<file path="config.mk">
export PLATFORM = sky130hd
export DESIGN_NAME = or1200_secure_supv_enc
export DESIGN_NICKNAME = d
export VERILOG_FILES = /design/src/rtl/or1200_secure_supv_enc_pkg.sv /design/src/rtl/or1200_supv_lfsr.sv /design/src/rtl/or1200_secure_supv_enc.sv
export SDC_FILE = /design/constraint.sdc
export NUM_CORES = 1
export LEC_CHECK = 0
export CORE_AREA = 2 2 39 41
export CTS_BUF_LIST = sky130_fd_sc_hd__clkbuf_16
export DETAILED_ROUTE_END_ITERATION = 10
export DIE_AREA = 0 0 41 43
export PLACE_DENSITY = 0.8
export SLEW_MARGIN = 20
export SYNTH_ARGS = -nofsm -noshare
export SYNTH_HDL_FRONTEND = slang
export SYNTH_HIERARCHICAL = 1
export SYNTH_SLANG_ARGS = --single-unit
</file>
<file path="constraint.sdc">
create_clock -name clk -period 1.5 [get_ports clk]
set_input_delay 0.3 -clock clk [delete_from_list [all_inputs] [get_ports clk]]
set_output_delay 0.3 -clock clk [all_outputs]
set_load 0.02 [all_outputs]
</file>
<file path="src/rtl/or1200_secure_supv_enc_pkg.sv">
// Shared definitions for the redundant supervisor-mode encoding: LFSR shape,
// default seed and the (supv, mask) -> 3-bit word helper used by checkers.
package or1200_secure_supv_enc_pkg;

  localparam int LFSR_W = 5;
  localparam int TAP_HI = 4;
  localparam int TAP_LO = 2;
  localparam logic [LFSR_W-1:0] DEFAULT_SEED = 5'h13;

  typedef enum logic {
    MODE_USER = 1'b0,
    MODE_SUPV = 1'b1
  } mode_e;

  // Two mask bits travel in the clear; the third bit makes the XOR equal supv.
  function automatic logic [2:0] supv_encode(input logic supv, input logic [1:0] mask);
    return {mask[1], mask[0], supv ^ mask[1] ^ mask[0]};
  endfunction

endpackage

</file>
<file path="src/rtl/or1200_supv_lfsr.sv">
// Free-running 5-bit mask generator; an all-zero state is treated as
// corruption and reloads the seed on the next edge.
module or1200_supv_lfsr
  import or1200_secure_supv_enc_pkg::*;
#(
  parameter logic [LFSR_W-1:0] SEED = DEFAULT_SEED
) (
  input  logic              clk,
  input  logic              rst,
  output logic              reload,
  output logic [LFSR_W-1:0] state
);

  assign reload = (state == '0);

  always_ff @(posedge clk) begin
    if (rst || reload) state <= SEED;
    else               state <= {state[LFSR_W-2:0], state[TAP_HI] ^ state[TAP_LO]};
  end

endmodule

</file>
<file path="src/rtl/or1200_secure_supv_enc.sv">
// Shadow SM/ESR-SM tracker that publishes supervisor mode as a re-masked
// 3-bit word and raises a sticky tamper alarm on any inconsistency.
module or1200_secure_supv_enc
  import or1200_secure_supv_enc_pkg::*;
#(
  parameter logic [LFSR_W-1:0] LFSR_SEED      = DEFAULT_SEED,
  parameter int                MISMATCH_LIMIT = 3,
  parameter int                CNT_W          = 4
) (
  input  logic             clk,
  input  logic             rst,
  input  logic             except_start,
  input  logic             rfe,
  input  logic             sr_we,
  input  logic             sr_sm_in,
  input  logic             esr_sm,
  input  logic             sr_sm,
  output logic [2:0]       secure_supv,
  output logic             supv_mismatch,
  output logic [CNT_W-1:0] mismatch_cnt,
  output logic             tamper_alarm
);

  if (LFSR_SEED == '0) begin : g_bad_seed
    $error("LFSR_SEED must be nonzero");
  end
  if (MISMATCH_LIMIT < 1 || MISMATCH_LIMIT > (2**CNT_W) - 1) begin : g_bad_limit
    $error("MISMATCH_LIMIT out of range for CNT_W");
  end

  localparam logic [CNT_W-1:0] LIMIT = CNT_W'(MISMATCH_LIMIT);

  mode_e              s, es;
  logic [LFSR_W-1:0]  lfsr;
  logic               lfsr_reload;
  logic               mm_now;
  logic [CNT_W-1:0]   cnt_inc;

  or1200_supv_lfsr #(.SEED(LFSR_SEED)) u_lfsr (
    .clk    (clk),
    .rst    (rst),
    .reload (lfsr_reload),
    .state  (lfsr)
  );

  assign mm_now  = (logic'(s) != sr_sm);
  assign cnt_inc = (&mismatch_cnt) ? mismatch_cnt : mismatch_cnt + CNT_W'(1);

  always_ff @(posedge clk) begin
    if (rst) begin
      s             <= MODE_SUPV;
      es            <= MODE_SUPV;
      supv_mismatch <= 1'b0;
      mismatch_cnt  <= '0;
      tamper_alarm  <= 1'b0;
    end else begin
      // Only the highest-priority event applies; the others are dropped silently.
      if (except_start) begin
        es <= s;
        s  <= MODE_SUPV;
      end else if (rfe) begin
        s <= es;
        if (esr_sm != logic'(es)) tamper_alarm <= 1'b1;
      end else if (sr_we) begin
        if (s == MODE_SUPV) s <= mode_e'(sr_sm_in);
        else if (sr_sm_in)  tamper_alarm <= 1'b1;
      end

      if (mm_now) begin
        supv_mismatch <= 1'b1;
        mismatch_cnt  <= cnt_inc;
        if (cnt_inc >= LIMIT) tamper_alarm <= 1'b1;
      end else begin
        supv_mismatch <= 1'b0;
        mismatch_cnt  <= '0;
      end

      if (lfsr_reload) tamper_alarm <= 1'b1;
    end
  end

  assign secure_supv = supv_encode(logic'(s), lfsr[1:0]);

endmodule
</file>
==> flow_summary.toml <==
[floorplanning]
start_util_pct = 39.9
die_w_um = 41
die-area_mm2 = 0.00176
die_height_um = 43
row_count = 14
ios = 17
coreArea_mm2 = 0.00138

[worst_setup_path]
critical_path.cell_chain = "clkdlybuf4s50_1"
path_class = "reg2out"
cp_slowest_cell = "clkdlybuf4s50_1"
slowest_delay_ns = 0.59
r2r_start = "u_lfsr/state[1]"
cp-start-kind = "flip-flop"
crit_start = "supv_mismatch"
critPathTopFamily = "buffers and inverters"
arrival_ns = 1.12
cp.required_ns = 1.20
crit_path_max_fanout = 1
crit_buf_inv = 1
cp-end-kind = "output pin"

[min_path]
worstHoldStart = "u_lfsr/state[3]"
hold_path_class = "reg2reg"

[clock_tree]
clock_sinks = 13
htree_levels = 1
clk_pin_slew_ns = 0.04
numCtsBuffers = 3
cts-root-buf = "clkbuf_16"
cts_tree = "built"
cts_setup_buffers = 0
clock_latency_ns = 0.23
clock_path_buffers = 2

[sta]
period_minus_slack_ns = 1.42
fin_ws_ns = 0.0760
setup-violations-final = 0
worst_clock_skew_ns = 0.000489
min_period_over_period_pct = 94.9
fmax_ghz = 0.702
drv_slew = 0
worst_pin_slew_ns = 0.425
rsz0062_at_grt = "false"
final.setup.tns_ns = 0
timing.slew.headroom_pct = 71.0
hold_viol = 0

[place]
post-dp-hpwl_um = 832
pre_cts_slack_ns = -0.0483
numPortBuffers = 16
gp_congestion = 0.711

[drt]
vias = 508
wl_um = 1080
drc = 0
drtIter0Drc = 8
vias_per_cell = 5.03
wl_per_cell_um = 10.7
first_pass_iters = 4
ant_nets = 0

[global_route]
grt_pass1_vias = 482
grt_pass1_wl_um = 1810
overflow = 0
track_usage_pct = 14.7
grt_antenna_before_repair = 0
grt_max_degree = 8

[yosys]
yosysMostFrequentCell = "dfxtp_1"
synth.area.top_cells = "dfxtp_1 (47%), nor2_1 (6.1%), xnor2_1 (4.8%), xor2_1 (4.8%), nor2b_1 (3.4%)"
yosysTopAreaCell = "dfxtp_1"
synth-main-ff-cell = "dfxtp_1"
synth_nets = 69
synthCells = 60
yosysUniqueCellTypes = 24
synth_top_area_share_pct = 47.2
synth-seq-cells = 13
ys_seq_area_share_pct = 47.2
synth_edf_count = 0
yosys_warnings = 6
syn_avg_cell_area_um2 = 9.20
synthArstFlopShare_pct = 0
netlist_area_um2 = 552
netlist_top_cells_count = "dfxtp_1 (13), nor2_1 (9)"

[run]
cap_violations = 0

[power_and_ir_drop]
p_per_area_mw_per_mm2 = 1220
peakVddDrop_uv = 574
p_leak_nw = 0.380

[finish]
antenna_cells = 0
final_nets = 95
fill_cells = 125
syn_to_final_growth_pct = 52.2
drive_gt1_share_pct = 14.1

[run_status]
status = "complete, no violations"
## layer usage
metal | vias up | routed length, um | part of all wire, % | GRT usage, %
li1 | 263 | - | - | -
met1 | 233 | 487 | 45 | 17.5
met2 | 10 | 514 | 48 | 22.8
met3 | 2 | 70 | 6.5 | 5.24
met4 | 0 | 8 | 0.74 | 6.00
met5 | - | 0 | 0 | 0
## metrics by stage
step                area [um^2]  utilization (%)  total power [mW]  instances  hold slack, ns
global placement            769             55.6             0.557         97           0.476
finish                      840             60.7              1.02        101           0.490
global route                840             60.7              1.07        101           0.516
floorplan                   552                -             0.474         60           0.372
CTS                         841             60.8              1.04        101           0.491
detailed placement          769             55.6             0.562         97           0.487
## worst reg2reg max path, stage by stage (launching register included)
cell	delay, ns
dfxtp_1	0.31
buf_4	0.14
or4_1	0.54
nor2_1	0.10
nor2_1	0.04
nor2_1	0.08
a211o_1	0.10
## flip-flops by register name, summed over array words and instances (netlist names)
signal,count
s,1
u_lfsr/state,5
mismatch_cnt,4
supv_mismatch,1
tamper_alarm,1
es,1
## where the power goes
group          switching, mW  leakage [nW]  internal (mW)
combinational         0.0714         0.230         0.0796
sequential            0.0214         0.108          0.371
clock                  0.129        0.0423          0.350
total                  0.222         0.380          0.800
## final timing paths
path | cells after the start | slack (ns) | to
worst max-delay path | 1 | 0.08 | supv_mismatch
worst min-delay path | 1 | 0.49 | u_lfsr/state[1]
worst max register to register | 6 | 0.12 | tamper_alarm
worst min register to register | 1 | 0.49 | u_lfsr/state[1]
## kinds of logic after synthesis
kind of cell	share of synthesized area, %
flops	47.2
simple gates	22.7
mux	1.81
xor+xnor	9.53
compound gates	14.5
buf+inv	2.04
fa+ha+maj	2.27
## area by class of cell
class	instances	area, um^2	area share [%]
multi-input cells	44	280	33.4
flip-flops and latches	13	262	31.1
repair buffers	21	188	22.4
clock buffers	3	75.1	8.94
well taps	16	20.0	2.38
inverters	3	11.3	1.34
clock inverters	1	3.75	0.447
## cell usage in the layout (no fill, tap or decap), types with 4 or more instances in the layout
cell type and count:
dfxtp_1 12, buf_4 5, nor2_1 9, inv_1 4, dlygate4sd2_1 6, clkdlybuf4s50_1 8
## repair_timing
action                     4_1_cts  5_1_grt
setup endpoints to repair        7        3
hold buffers                     0        0
resized for setup                8        3
Power figures use the tool's default switching activity.
